$ cat src/rtl/fetch_queue.sv
// fetch_queue: sequential instruction fetch with in-order response buffering,
// a valid/ready decode handshake and flush-on-redirect.
// Ports: clk/rst (sync, active-high); imem_req/imem_addr, imem_rsp_valid/inst;
//        redirect/redirect_pc; halt; dec_valid/dec_ready/dec_inst/dec_pc; empty.
// Optional macro FETCH_STATS_EN adds stat_flushes, stat_dropped, stat_stall.
module fetch_queue #(
  parameter int                DEPTH    = 4,
  parameter int                ADDR_W   = 64,
  parameter int                INST_W   = 32,
  parameter logic [ADDR_W-1:0] RESET_PC = '0
) (
  input  logic              clk,
  input  logic              rst,
  output logic              imem_req,
  output logic [ADDR_W-1:0] imem_addr,
  input  logic              imem_rsp_valid,
  input  logic [INST_W-1:0] imem_rsp_inst,
  input  logic              redirect,
  input  logic [ADDR_W-1:0] redirect_pc,
  input  logic              halt,
  output logic              dec_valid,
  input  logic              dec_ready,
  output logic [INST_W-1:0] dec_inst,
  output logic [ADDR_W-1:0] dec_pc,
  output logic              empty
`ifdef FETCH_STATS_EN
  ,
  output logic [31:0]       stat_flushes,
  output logic [31:0]       stat_dropped,
  output logic [31:0]       stat_stall
`endif
);

  localparam int PW = $clog2(DEPTH);
  localparam int CW = PW + 1;

  typedef enum logic {BOOT, RUN} state_e;

  state_e            state_q, state_d;
  logic [ADDR_W-1:0] fetch_pc_q, fetch_pc_d;
  logic [CW-1:0]     occ_q, occ_d;
  logic [CW-1:0]     out_q, out_d;
  logic [CW-1:0]     drop_q, drop_d;
  logic [PW-1:0]     qwr_q, qwr_d;
  logic [PW-1:0]     qrd_q, qrd_d;
  logic [PW-1:0]     fwr_q, fwr_d;
  logic [PW-1:0]     frd_q, frd_d;

  logic [ADDR_W-1:0] ent_pc_q   [DEPTH];
  logic [INST_W-1:0] ent_inst_q [DEPTH];
  logic [ADDR_W-1:0] fl_pc_q    [DEPTH];

  logic rsp_ok, credit, issue, pop, push;
  logic unused_ok;

  assign unused_ok = ^redirect_pc[1:0];

  // Responses with nothing outstanding are ignored entirely.
  assign rsp_ok = imem_rsp_valid && (out_q != '0);
  // Occupancy plus outstanding never exceeds DEPTH, so every
  // returning response is guaranteed a queue slot.
  assign credit = ({1'b0, occ_q} + {1'b0, out_q})
                < (CW+1)'(DEPTH);
  assign issue  = (state_q == RUN) && !halt
               && !redirect && credit;
  assign dec_valid = (occ_q != '0);
  assign pop    = dec_valid && dec_ready && !redirect;
  assign push   = rsp_ok && (drop_q == '0) && !redirect;

  assign imem_req  = issue;
  assign imem_addr = fetch_pc_q;
  assign empty     = (occ_q == '0);
  assign dec_inst  = dec_valid ? ent_inst_q[qrd_q] : '0;
  assign dec_pc    = dec_valid ? ent_pc_q[qrd_q] : '0;

  always_comb begin
    state_d    = RUN;
    fetch_pc_d = fetch_pc_q;
    occ_d      = occ_q + CW'(push) - CW'(pop);
    qwr_d      = qwr_q + PW'(push);
    qrd_d      = qrd_q + PW'(pop);
    out_d      = out_q + CW'(issue) - CW'(rsp_ok);
    fwr_d      = fwr_q + PW'(issue);
    frd_d      = frd_q + PW'(rsp_ok);
    drop_d     = drop_q
               - CW'(rsp_ok && (drop_q != '0));
    unique case (1'b1)
      redirect: fetch_pc_d = {redirect_pc[ADDR_W-1:2], 2'b00};
      issue:    fetch_pc_d = fetch_pc_q + ADDR_W'(4);
      default:  fetch_pc_d = fetch_pc_q;
    endcase
    if (redirect) begin
      occ_d  = '0;
      qwr_d  = '0;
      qrd_d  = '0;
      // Everything still pending after this cycle is stale.
      drop_d = out_d;
    end
  end

  always_ff @(posedge clk) begin
    if (rst) begin
      state_q    <= BOOT;
      fetch_pc_q <= RESET_PC;
      occ_q      <= '0;
      out_q      <= '0;
      drop_q     <= '0;
      qwr_q      <= '0;
      qrd_q      <= '0;
      fwr_q      <= '0;
      frd_q      <= '0;
    end else begin
      state_q    <= state_d;
      fetch_pc_q <= fetch_pc_d;
      occ_q      <= occ_d;
      out_q      <= out_d;
      drop_q     <= drop_d;
      qwr_q      <= qwr_d;
      qrd_q      <= qrd_d;
      fwr_q      <= fwr_d;
      frd_q      <= frd_d;
    end
  end

  always_ff @(posedge clk) begin
    if (issue) fl_pc_q[fwr_q] <= fetch_pc_q;
    if (push) begin
      ent_pc_q[qwr_q]   <= fl_pc_q[frd_q];
      ent_inst_q[qwr_q] <= imem_rsp_inst;
    end
  end

`ifdef FETCH_STATS_EN
  logic [31:0] flush_cnt_q, flush_cnt_d;
  logic [31:0] drop_cnt_q, drop_cnt_d;
  logic [31:0] stall_cnt_q, stall_cnt_d;
  logic        dropped, stalled;

  assign dropped = rsp_ok && ((drop_q != '0) || redirect);
  assign stalled = (state_q == RUN) && dec_ready && !dec_valid;

  always_comb begin
    flush_cnt_d = flush_cnt_q
                + 32'(redirect && (flush_cnt_q != '1));
    drop_cnt_d  = drop_cnt_q
                + 32'(dropped && (drop_cnt_q != '1));
    stall_cnt_d = stall_cnt_q
                + 32'(stalled && (stall_cnt_q != '1));
  end

  always_ff @(posedge clk) begin
    if (rst) begin
      flush_cnt_q <= '0;
      drop_cnt_q  <= '0;
      stall_cnt_q <= '0;
    end else begin
      flush_cnt_q <= flush_cnt_d;
      drop_cnt_q  <= drop_cnt_d;
      stall_cnt_q <= stall_cnt_d;
    end
  end

  assign stat_flushes = flush_cnt_q;
  assign stat_dropped = drop_cnt_q;
  assign stat_stall   = stall_cnt_q;
`endif

endmodule

$ cat config.mk
export PLATFORM = sky130hd
export DESIGN_NAME = fetch_queue
export DESIGN_NICKNAME = d
export VERILOG_FILES = /design/src/rtl/fetch_queue.sv
export SDC_FILE = /design/constraint.sdc
export NUM_CORES = 1
export LEC_CHECK = 0
export BUFFER_PORTS_ARGS = -buffer_cell sky130_fd_sc_hd__buf_2
export CAP_MARGIN = 15
export CORE_MARGIN = 3
export CORE_UTILIZATION = 35
export DETAILED_ROUTE_END_ITERATION = 8
export PLACE_DENSITY_LB_ADDON = 0.3
export SETUP_SLACK_MARGIN = 0.2
export SYNTH_ARGS = -nofsm -noshare
export SYNTH_HDL_FRONTEND = slang
export SYNTH_SLANG_ARGS = --single-unit
$ cat constraint.sdc
create_clock -name clk -period 8.35 [get_ports clk]
set_input_delay 0.4175 -clock clk [delete_from_list [all_inputs] [get_ports clk]]
set_output_delay 0.4175 -clock clk [all_outputs]
set_load 0.005 [all_outputs]
## Yosys cells after proc, flatten, opt, wreduce, memory -nomap -nowiden

Memory sizes are Yosys's and may differ from the RTL's. A register that Yosys moved wholly into a read port is not among the register bits.
Cells that the tools add are included.

- $add $sub $neg: 11
- Multiply operators: 0
- Div/mod/pow operators: 0
- $lt $le $gt $ge: 1
- Equal/unequal tests: 0
- Shift-type cells: 0
- Muxes and demuxes: 12
- Bitwise logic cells: 0
- Reductions and logical operators: 18

Operators with widths:

| operator | count |
|---|---|
| 64-bit one-hot mux with 2 select lines | 1 |
| 64-bit by 3-bit adder with 64-bit output, second input constant | 1 |
| 64-bit two-way mux | 1 |
| 32-bit two-way mux | 1 |
| 1-bit logical AND | 9 |
| 3-bit nonzero test | 3 |
| 3-bit by 1-bit subtractor with 3-bit output | 3 |
| 2-bit by 1-bit adder with 2-bit output | 4 |
| 3-bit by 1-bit adder with 3-bit output | 2 |
| 3-bit logical NOT | 2 |
| 2-bit two-way mux | 3 |
| 1-bit two-way mux | 5 |
| 3-bit by 3-bit adder with 4-bit output | 1 |
| 4-bit by 3-bit < comparator with 1-bit output, second input constant | 1 |
| 3-bit two-way mux | 1 |
| 1-bit logical NOT | 2 |
| 2-bit nonzero test | 1 |
| 2-bit OR reduction | 1 |

- Bits in registers: 82
- Bits in latches: 0
- Bits in writable memories: 640
- ROM bits: 0
- Input port bits: 102
- Output and inout bits: 163
- Logic and storage cells: 54
- Memories kept: 3

Memory list:

| name | depth | bits a word | rd ports | clocked after memory_dff | wr ports | line | RTL |
|---|---|---|---|---|---|---|---|
| ent_pc_q | 4 | 64 | 1 | 1 | 1 | 49 | `logic [ADDR_W-1:0] ent_pc_q [DEPTH];` |
| fl_pc_q | 4 | 64 | 1 | 1 | 1 | 51 | `logic [ADDR_W-1:0] fl_pc_q [DEPTH];` |
| ent_inst_q | 4 | 32 | 1 | 1 | 1 | 50 | `logic [INST_W-1:0] ent_inst_q [DEPTH];` |

## Longest topological paths before layout

Gate-level depths: netlist of the first run.

- Depth after elaboration: 7
- Mapped depth: 12
- Mapped depth without buffers: 10

## Worst setup path before layout of the first run

OpenSTA, ideal clock, no wires.

- Kind: register to register
- Start: register drop_q[1]
- End: memory ent_inst_q[1][0], enable pin
- Setup time: 0.681 ns
- Data arrival time: 7.905 ns
- Data required time: 7.669 ns
- Slack: -0.236 ns
- Stages on the path, launching flop included: 4
- Clock period less this slack: 8.586 ns
- Cell sequence: dfxtp_1 > or3_1 > or3_1 > nor3b_1

- Cells in the longest elaborated chain, start to end: 5

RTL lines:

| what | line | RTL |
|---|---|---|
| from (decl) | 43 | `logic [CW-1:0] drop_q, drop_d;` |
| from (signal assigned) | 117 | `drop_q <= drop_d;` |
| 3-bit logical NOT | 68 | `assign push = rsp_ok && (drop_q == '0) && !redirect;` |
| 1-bit logical AND (2 in series) | 68 |  |
| 1-bit two-way mux | 127 | `if (push) begin` |
| 1-bit two-way mux (implied by the code) | 129 | `ent_inst_q[qwr_q] <= imem_rsp_inst;` |
| to (decl) | 50 |  |

Every way passes these cells.

## Worst setup path after layout of the first run

- Start: register drop_q[1]
- End: memory ent_inst_q[2][26], enable pin

Same word-level chain as after synthesis.

==> flow_summary.json, run 1 <==
{
  "status": "completed",
  "root_buffer": "clkbuf_16",
  "p_per_area_nw_per_um2": 256,
  "antenna_found_initial": 2,
  "r2r_setup_slack_ns": 4.59,
  "core_area_um2": 77800,
  "fillCellCount": 6915,
  "die_area_um2": 82400,
  "critPathMaxFanout": 38,
  "vias_per_cell": 5.23,
  "crit_required_ns": 8.57,
  "place_ws_ns": 4.49,
  "setup_viol": 0,
  "routed-via-count": 15233,
  "final_nets": 1929,
  "synth-edff-count": 624,
  "fin_area_um2": 33000,
  "tightestPinTransition_ns": 1.09,
  "stdcell_count": 2915,
  "post_drt_wl_per_cell_um": 23.6,
  "setup_tns_ns": 0,
  "power_mw": 8.43,
  "die_y_um": 287,
  "synth_top_cell_by_area": "edfxtp_1",
  "syn_inst": 1505,
  "endpoint_kind": "flop",
  "synth_compound_area_share_pct": 3.30,
  "rsz0062_at_grt": "false",
  "place_inst": 2748,
  "critPathArrivalTime_ns": 3.99,
  "drcViolationCount": 0,
  "start_util_pct": 35.5,
  "irDropWorstVdd_mv": 0.128,
  "synth_common_cells": "edfxtp_1, mux4_2, and2_1, dfxtp_1, nand2_1",
  "grt_pass1_vias": 15760,
  "antenna_left": 0,
  "yosysMostFrequentCell": "edfxtp_1",
  "regArea_um2": 20400,
  "netlist.area_leader.share_pct": 67.8,
  "dpl_cell_area_um2": 30100,
  "fin_skew_ns": 0.0229,
  "syn_avg_cell_area_um2": 18.4,
  "synth_area_leaders": "edfxtp_1, mux4_2, dfxtp_1",
  "multi_input_area_um2": 6920,
  "insertion_delay_ns": 0.61,
  "reg2reg_depth": 7,
  "grt_pass1_wl_um": 102000,
  "yosysSeqAreaShare_pct": 73.6,
  "cts_hold_buf": 24,
  "whs_ns": 0.0447,
  "grt_max_degree": 72,
  "hold_class": "in -> reg",
  "worst-setup-path-type": "reg -> reg",
  "overflow": 0,
  "yosys.area_share.simple_pct": 6.93,
  "critPathLaunchType": "flop",
  "io_pins": 265,
  "diodes": 0,
  "path_clk_slew_ns": 0.06,
  "timing.final.crit_share_pct": 45.1,
  "drt_iter0_markers": 1336,
  "drive_gt1_share_pct": 31.2,
  "drv_slew": 0,
  "total_leakage_power_nw": 11.1,
  "cts_resized": 0,
  "dr.pass1.iters": 5,
  "portBuffers": 258,
  "rows": 102,
  "drv_cap": 0,
  "dieWidth_um": 287,
  "yosys_register_bits": 704,
  "synth_fa_ha_area_share_pct": 0.733,
  "cts_setup_buffers": 0,
  "max_freq_mhz": 266,
  "max_slew_margin_pct": 27.4,
  "synth_top_family_by_area": "multiplexers",
  "yosys.cell_types.count": 60,
  "async_flop_share_pct": 0,
  "yosys_warnings": 0,
  "clockBufferDepth": 3,
  "syn_area_um2": 27600,
  "synthMuxAreaShare_pct": 13.1,
  "cts_tree": "done",
  "gp_congestion": 0.832,
  "r2r_end": "ent_inst_q[2][26]$_DFFE_PP_",
  "finalCriticalPeriod_ns": 3.76,
  "grt_use_total_pct": 16.7,
  "ys.flop_type": "edfxtp_1",
  "reg2reg_from": "drop_q[1]$_SDFF_PP0_",
  "hpwl_um": 42300,
  "hold_end": "ent_inst_q[3][6]$_DFFE_PP_",
  "min_from": "imem_rsp_inst[6]",
  "h-tree-depth": 3,
  "wl_um": 68900,
  "clock-sinks": 704,
  "cts_buffers": 78,
  "setup_slack_ns": 4.59,
  "post-route-util_pct": 42.4,
  "synth_xor_area_share_pct": 0.665,
  "hold_viol": 0,
  "worstHoldPathCells": 1,
  "areaGrowthSynthToFinish_pct": 19.3
}
==> power by group <==
group	internal, mW	switching [mW]
Combinational	0.375	0.421
Clock	2.07	1.35
Sequential	4.09	0.136
Total	6.53	1.91
==> worst max path at each step <==
stage | start | slack [ns] | depth (start not counted) | endpoint
3_5_place_dp | drop_q[1]$_SDFF_PP0_ | 4.49 | 7 | ent_inst_q[2][6]$_DFFE_PP_
3_3_place_gp | drop_q[1]$_SDFF_PP0_ | 4.53 | 7 | ent_inst_q[2][7]$_DFFE_PP_
2_1_floorplan | drop_q[1]$_SDFF_PP0_ | 0.28 | 3 | ent_inst_q[0][0]$_DFFE_PP_
4_1_cts | drop_q[1]$_SDFF_PP0_ | 4.46 | 7 | ent_inst_q[2][26]$_DFFE_PP_
6_report | drop_q[1]$_SDFF_PP0_ | 4.59 | 7 | ent_inst_q[2][26]$_DFFE_PP_
5_1_grt | drop_q[1]$_SDFF_PP0_ | 4.37 | 7 | ent_inst_q[2][31]$_DFFE_PP_
==> logic make-up (layout without fill, tap and decap cells) <==
| family | count (synthesis) | count (layout) |
|---|---|---|
| DFF | 704 | 704 |
| muxes | 166 | 166 |
| and+or+nand+nor | 343 | 343 |
| adders and majority gates | 15 | 15 |
| AOI/OAI and AO/OA | 148 | 148 |
| buffers and inverters | 107 | 474 |
| other | 1 | 4 |
| xor gates and xnor gates | 21 | 21 |
==> worst max-delay path: stages (launching register included) <==
cell,delay [ns]
dfxtp_1,0.30
or3_1,0.38
or3_1,0.44
inv_1,0.14
nand2_1,0.10
nor2_4,0.67
buf_4,0.68
buf_4,0.62
==> routing by layer <==
metal | track usage, % | wire length, um | vias up | part of all wire, %
met1 | 22.5 | 28900 | 7871 | 42
met2 | 26.9 | 32500 | 585 | 47
li1 | - | - | 6656 | -
met5 | 0 | 15 | - | 0.022
met3 | 4.24 | 5740 | 119 | 8.3
met4 | 4.68 | 1680 | 2 | 2.4
==> sequential cells by signal (all words and copies together), names as in the netlist <==
register and flops:
drop_q 3, ent_inst_q 128, ent_pc_q 248, fl_pc_q 248, frd_q 2, fwr_q 2, imem_addr 62, occ_q 3
out_q 3, qrd_q 2, qwr_q 2, state_q 1
==> area by class of cell <==
cell class | count | area share (%)
sequential | 704 | 61.7
multi-input combinational | 697 | 21.0
clock buffer | 113 | 6.95
timing repair buffer | 306 | 5.19
tap | 1040 | 3.95
clock inverter | 30 | 0.930
inverter | 25 | 0.285
==> cells in the final DEF (no fill, tap or decap), types with 24 or more instances in the layout <==
master,netlist,routed
clkbuf_16,0,84
a21oi_1,57,57
and2_1,106,106
nor2_1,39,37
dlygate4sd3_1,0,24
inv_1,24,24
mux4_2,156,156
buf_4,5,24
dfxtp_1,80,76
edfxtp_1,624,624
buf_2,9,258
nand2_1,67,67
nand3_1,30,30
(Power assumes the default switching activity.)
==> run 2: changes to the inputs <==
==> constraint.sdc (replaced) <==
create_clock -name clk -period 3.3 [get_ports clk]
set_input_delay 0.165 -clock clk [delete_from_list [all_inputs] [get_ports clk]]
set_output_delay 0.165 -clock clk [all_outputs]
set_load 0.005 [all_outputs]
==> run 2 against run 1 <==
Combinational power grew to 2.7 times the previous value. Power increased by 140%. Core utilization increased by 0.99 points. Largest cell class unchanged. Critical endpoint is now imem_addr[61]$_SDFFE_PP0P_. Hold slack better by 0.035 ns. Highest routed layer is now met4.
==> flow_summary.json, run 2 (synthesis gave the netlist of run 1 again) <==
{
  "status": "completed",
  "grt_pass1_vias": 15740,
  "fin_skew_ns": 0.0220,
  "max_slew_margin_pct": 28.8,
  "post_drt_wl_per_cell_um": 22.9,
  "start_util_pct": 35.5,
  "drive_gt1_share_pct": 30.5,
  "whs_ns": 0.0792,
  "overflow": 0,
  "stdcell_count": 3010,
  "final_common_cell": "edfxtp_1",
  "final_nets": 2020,
  "critPathArrivalTime_ns": 3.40,
  "gp_congestion": 0.848,
  "insertion_delay_ns": 0.61,
  "total_leakage_power_nw": 11.4,
  "hold_viol": 0,
  "h-tree-depth": 3,
  "hpwl_um": 43800,
  "io_pins": 265,
  "dieWidth_um": 287,
  "finalCriticalPeriod_ns": 2.84,
  "drcViolationCount": 0,
  "fillCellCount": 6911,
  "die_area_um2": 82400,
  "critPathMaxFanout": 10,
  "die_y_um": 287,
  "cts_tree": "done",
  "routed-via-count": 15514,
  "reg_top3": "ent_pc_q x248, fl_pc_q x248, ent_inst_q x128",
  "antenna_found_initial": 6,
  "clock-sinks": 704,
  "tightestPinTransition_ns": 1.07,
  "rsz0062_at_grt": "false",
  "grt_use_total_pct": 16.6,
  "antenna_left": 0,
  "place_inst": 2771,
  "timing.final.crit_share_pct": 85.9,
  "grt_pass1_wl_um": 102000,
  "setup_viol": 0,
  "portBuffers": 258,
  "vias_per_cell": 5.15,
  "wl_um": 68800,
  "drt_iter0_markers": 1338,
  "p_per_area_nw_per_um2": 611,
  "endpoint_kind": "flop",
  "grt_max_degree": 97,
  "hold_class": "in -> reg",
  "areaGrowthSynthToFinish_pct": 22.1,
  "root_buffer": "clkbuf_16",
  "irDropWorstVdd_mv": 0.413,
  "drv_slew": 0,
  "rows": 102,
  "r2r_setup_slack_ns": 0.46,
  "clockBufferDepth": 3,
  "core_area_um2": 77800,
  "power_mw": 20.6,
  "drv_cap": 0,
  "dr.pass1.iters": 5,
  "path_clk_slew_ns": 0.06,
  "layout_common_cells": "edfxtp_1, buf_2, mux4_2",
  "crit_required_ns": 3.86,
  "cts_buffers": 74,
  "worst-setup-path-type": "reg -> reg",
  "max_freq_mhz": 353,
  "post-route-util_pct": 43.4,
  "critPathLaunchType": "flop"
}
[run 2: cell count changes in the layout (fill, tap and decap cells not counted), moves of 3 or more]
cell,before,now
clkbuf_8,8,4
diode_2,0,7
bufinv_16,5,2
clkinv_1,8,16
dlygate4sd3_1,24,96
clkinv_8,0,3
clkbuf_16,84,76
buf_12,0,12
clkbuf_1,21,17
buf_4,24,35
[run 2: layout make-up]
class / count / area (um2) / share of cell area [%]
Antenna cell: 7 / 17.5 / 0.0519
Clock inverter: 39 / 275 / 0.816
Inverter: 25 / 93.8 / 0.278
Tap cell: 1040 / 1300 / 3.86
Multi-Input combinational cell: 697 / 6930 / 20.5
Sequential cell: 704 / 20400 / 60.3
Clock buffer: 97 / 2020 / 5.99
Timing Repair Buffer: 401 / 2760 / 8.16
[run 2: routing by layer]
layer / global-route usage (%) / share of wire [%]
met5: 0 / 0
met4: 4.47 / 2.2
met3: 4.32 / 7.8
met2: 26.5 / 48
met1: 22.7 / 42
[run 2: path summary, 6_finish.rpt]
check | start | end | cells past startpoint
min reg2reg | drop_q[2]$_SDFF_PP0_ | drop_q[2]$_SDFF_PP0_ | 2
max reg2reg | imem_addr[18]$_SDFFE_PP0P_ | imem_addr[61]$_SDFFE_PP0P_ | 6
min | dec_ready | qrd_q[0]$_SDFF_PP0_ | 4
max | imem_addr[18]$_SDFFE_PP0P_ | imem_addr[61]$_SDFFE_PP0P_ | 6
[run 2: metrics by stage]
stage,instance area [um2],setup WS (ns),TNS (ns)
after CTS,33700,0.487,0
after detailed placement,30500,0.523,0
after global routing,33700,0.265,0
after floorplan,27800,-0.582,-142.32
final,33800,0.465,0
after global placement,30500,0.538,0
[run 2: report_power, final]
group	leakage, nW	switching (mW)	internal, mW
Combinational	3.94	1.09	1.04
Clock	1.12	3.33	4.49
Sequential	6.34	0.326	10.3
[run 2: worst max-delay path, stage by stage (launching register included)]
cell,delay [ns]
dfxtp_1,0.49
nand3_1,0.33
nor4_4,0.73
nand3_1,0.43
or4_1,0.59
nor2_1,0.12
a211o_1,0.11
[run 2: timing repair]
action                                  4_1_cts  5_1_grt
endpoints found under the setup margin        0        0
setup buffers                                 0        0
resized for setup                             0        0
hold endpoints to repair                    192        0
hold buffers                                 96        0
==> run 3: changes to the inputs <==
--- a/config.mk
+++ b/config.mk
@@ -10,6 +10,7 @@
 export CORE_MARGIN = 3
 export CORE_UTILIZATION = 35
 export DETAILED_ROUTE_END_ITERATION = 8
+export GPL_TIMING_DRIVEN = 0
 export PLACE_DENSITY_LB_ADDON = 0.3
 export SETUP_SLACK_MARGIN = 0.2
 export SYNTH_ARGS = -nofsm -noshare
==> run 3 against run 2 <==
Final cell count up 2.5%. Non-clock buffer count grew 78. Fmax decreased by 6.1%. Sequential share of layout area shrank 1.8 points. Critical endpoint is now fl_pc_q[3][29]$_DFFE_PP_.
==> flow_summary.json, run 3 (synthesis gave the netlist of run 1 again) <==
{
  "final_common_cell": "edfxtp_1",
  "setup_tns_ns": 0,
  "core_area_um2": 77800,
  "h-tree-depth": 3,
  "multi_input_area_um2": 6940,
  "worst-setup-path-type": "reg -> reg",
  "grt_pass1_wl_um": 108000,
  "critPathArrivalTime_ns": 3.30,
  "dr.pass1.iters": 6,
  "place_ws_ns": -0.149,
  "grt_pass1_vias": 16267,
  "pwr-share-comb_pct": 11.3,
  "total_leakage_power_nw": 11.9,
  "fillCellCount": 6803,
  "gp_congestion": 0.888,
  "final_nets": 2100,
  "dieWidth_um": 287,
  "overflow": 0,
  "crit_required_ns": 3.58,
  "internal-power_mw": 16.6,
  "cts_buffers": 75,
  "areaGrowthSynthToFinish_pct": 25.7,
  "grt_max_degree": 51,
  "drcViolationCount": 0,
  "rsz0062_at_grt": "false",
  "cp_top_family": "buffers and inverters",
  "tightestPinTransition_ns": 1.09,
  "dpl_cell_area_um2": 31100,
  "fin_skew_ns": 0.0258,
  "pwr-share-seq_pct": 48.9,
  "insertion_delay_ns": 0.61,
  "crit_buf_inv": 4,
  "setup_slack_ns": 0.280,
  "hold_class": "in -> reg",
  "path_clk_slew_ns": 0.06,
  "hpwl_um": 51200,
  "grt_use_total_pct": 17.9,
  "drv_cap": 0,
  "grt-busiest-layer": "met2",
  "setup_viol": 0,
  "antenna_left": 0,
  "cp_cell_sequence": "ha_1 -> nand3_1 -> nand4_1 -> inv_1 -> buf_6 -> clkbuf_2 -> and3_4 -> buf_12",
  "grt_use_met2_pct": 29.0,
  "critPathMaxFanout": 33,
  "irDropWorstVdd_mv": 0.411,
  "max_freq_mhz": 331,
  "root_buffer": "clkbuf_16",
  "fin_area_um2": 34700,
  "p_per_area_nw_per_um2": 621,
  "status": "completed",
  "slowest_delay_ns": 0.51,
  "wl_um": 73900,
  "critPathLaunchType": "flop",
  "timing.final.crit_share_pct": 91.5,
  "vias_per_cell": 5.19,
  "reg_top3": "ent_pc_q x248, fl_pc_q x248, ent_inst_q x128",
  "start_util_pct": 35.5,
  "grt.met3_usage_pct": 5.20,
  "switching_power_mw": 4.93,
  "routed-via-count": 16020,
  "layout_common_cells": "edfxtp_1, buf_2, mux4_2",
  "io_pins": 265,
  "hold_viol": 0,
  "clockBufferDepth": 3,
  "regArea_um2": 20300,
  "drive_gt1_share_pct": 31.2,
  "pwr-share-clk_pct": 39.8,
  "rows": 102,
  "endpoint_kind": "flop",
  "clock-sinks": 704,
  "whs_ns": 0.0556,
  "finalCriticalPeriod_ns": 3.02,
  "antenna_found_initial": 1,
  "crit_path_top_delay_cell": "and3_4",
  "grtUsageMet1_pct": 23.6,
  "cts_tree": "done",
  "die_y_um": 287,
  "max_slew_margin_pct": 27.5,
  "post_drt_wl_per_cell_um": 24.0,
  "portBuffers": 256,
  "swShare_pct": 22.9,
  "die_area_um2": 82400,
  "drt_iter0_markers": 1702,
  "drv_slew": 0
}
==> run 3: final cells by class <==
cell class                      count  share of cell area [%]
Clock inverter                     43                    1.47
Multi-Input combinational cell    698                    20.0
Clock buffer                       96                    5.83
Timing Repair Buffer              397                    8.87
Sequential cell                   704                    58.5
Buffer                             82                    1.29
Tap cell                         1040                    3.75
Inverter                           25                   0.270
Antenna cell                        1                 0.00720
==> run 3: power groups by stage <==
stage                     clock network [mW]  registers, mW  logic [mW]
after floorplan                            0           10.7        1.45
after global placement                     0           10.7        2.21
after detailed placement                   0           10.7        2.39
after CTS                               8.79           10.5        2.49
after global routing                    9.13           10.6        2.68
final                                   8.57           10.5        2.45
==> run 3: path summary, 6_finish.rpt <==
| check | start | endpoint | slack, ns | cells past startpoint |
|---|---|---|---|---|
| max | out_q[1]$_SDFF_PP0_ | fl_pc_q[3][29]$_DFFE_PP_ | 0.28 | 8 |
| min | redirect | imem_addr[56]$_SDFFE_PP0P_ | 0.06 | 4 |
| max reg2reg | out_q[1]$_SDFF_PP0_ | fl_pc_q[3][29]$_DFFE_PP_ | 0.28 | 8 |
| min reg2reg | drop_q[2]$_SDFF_PP0_ | drop_q[2]$_SDFF_PP0_ | 0.57 | 2 |
==> run 3: worst min-delay path, stage by stage <==
cell	delay, ns
buf_6	0.12
mux2_2	0.17
o21ai_0	0.07
a21oi_1	0.11
==> run 3: through the flow <==
stage          cells  total power [mW]  utilization, %
6_report        3086              21.6            44.6
5_1_grt         3085              22.4            44.6
3_5_place_dp    2840              13.1            39.9
3_3_place_gp    2804              12.9            39.0
2_1_floorplan   1508              12.1               -
4_1_cts         3078              21.8            44.5
==> run 3: metal layers <==
metal,vias to the layer above,share of wire [%]
met5,-,0
met4,0,2.4
met3,113,9.2
met2,732,48
met1,8168,40
li1,7007,-
==> run 3: timing repair <==
item / CTS / global route
gates resized for setup: 23 / 6
cloned: 1 / 0
pin swaps: 1 / 3
setup buffers: 2 / 7
endpoints found under the setup margin: 181 / 54
hold buffers: 96 / 0
endpoints found under the hold margin: 195 / 0
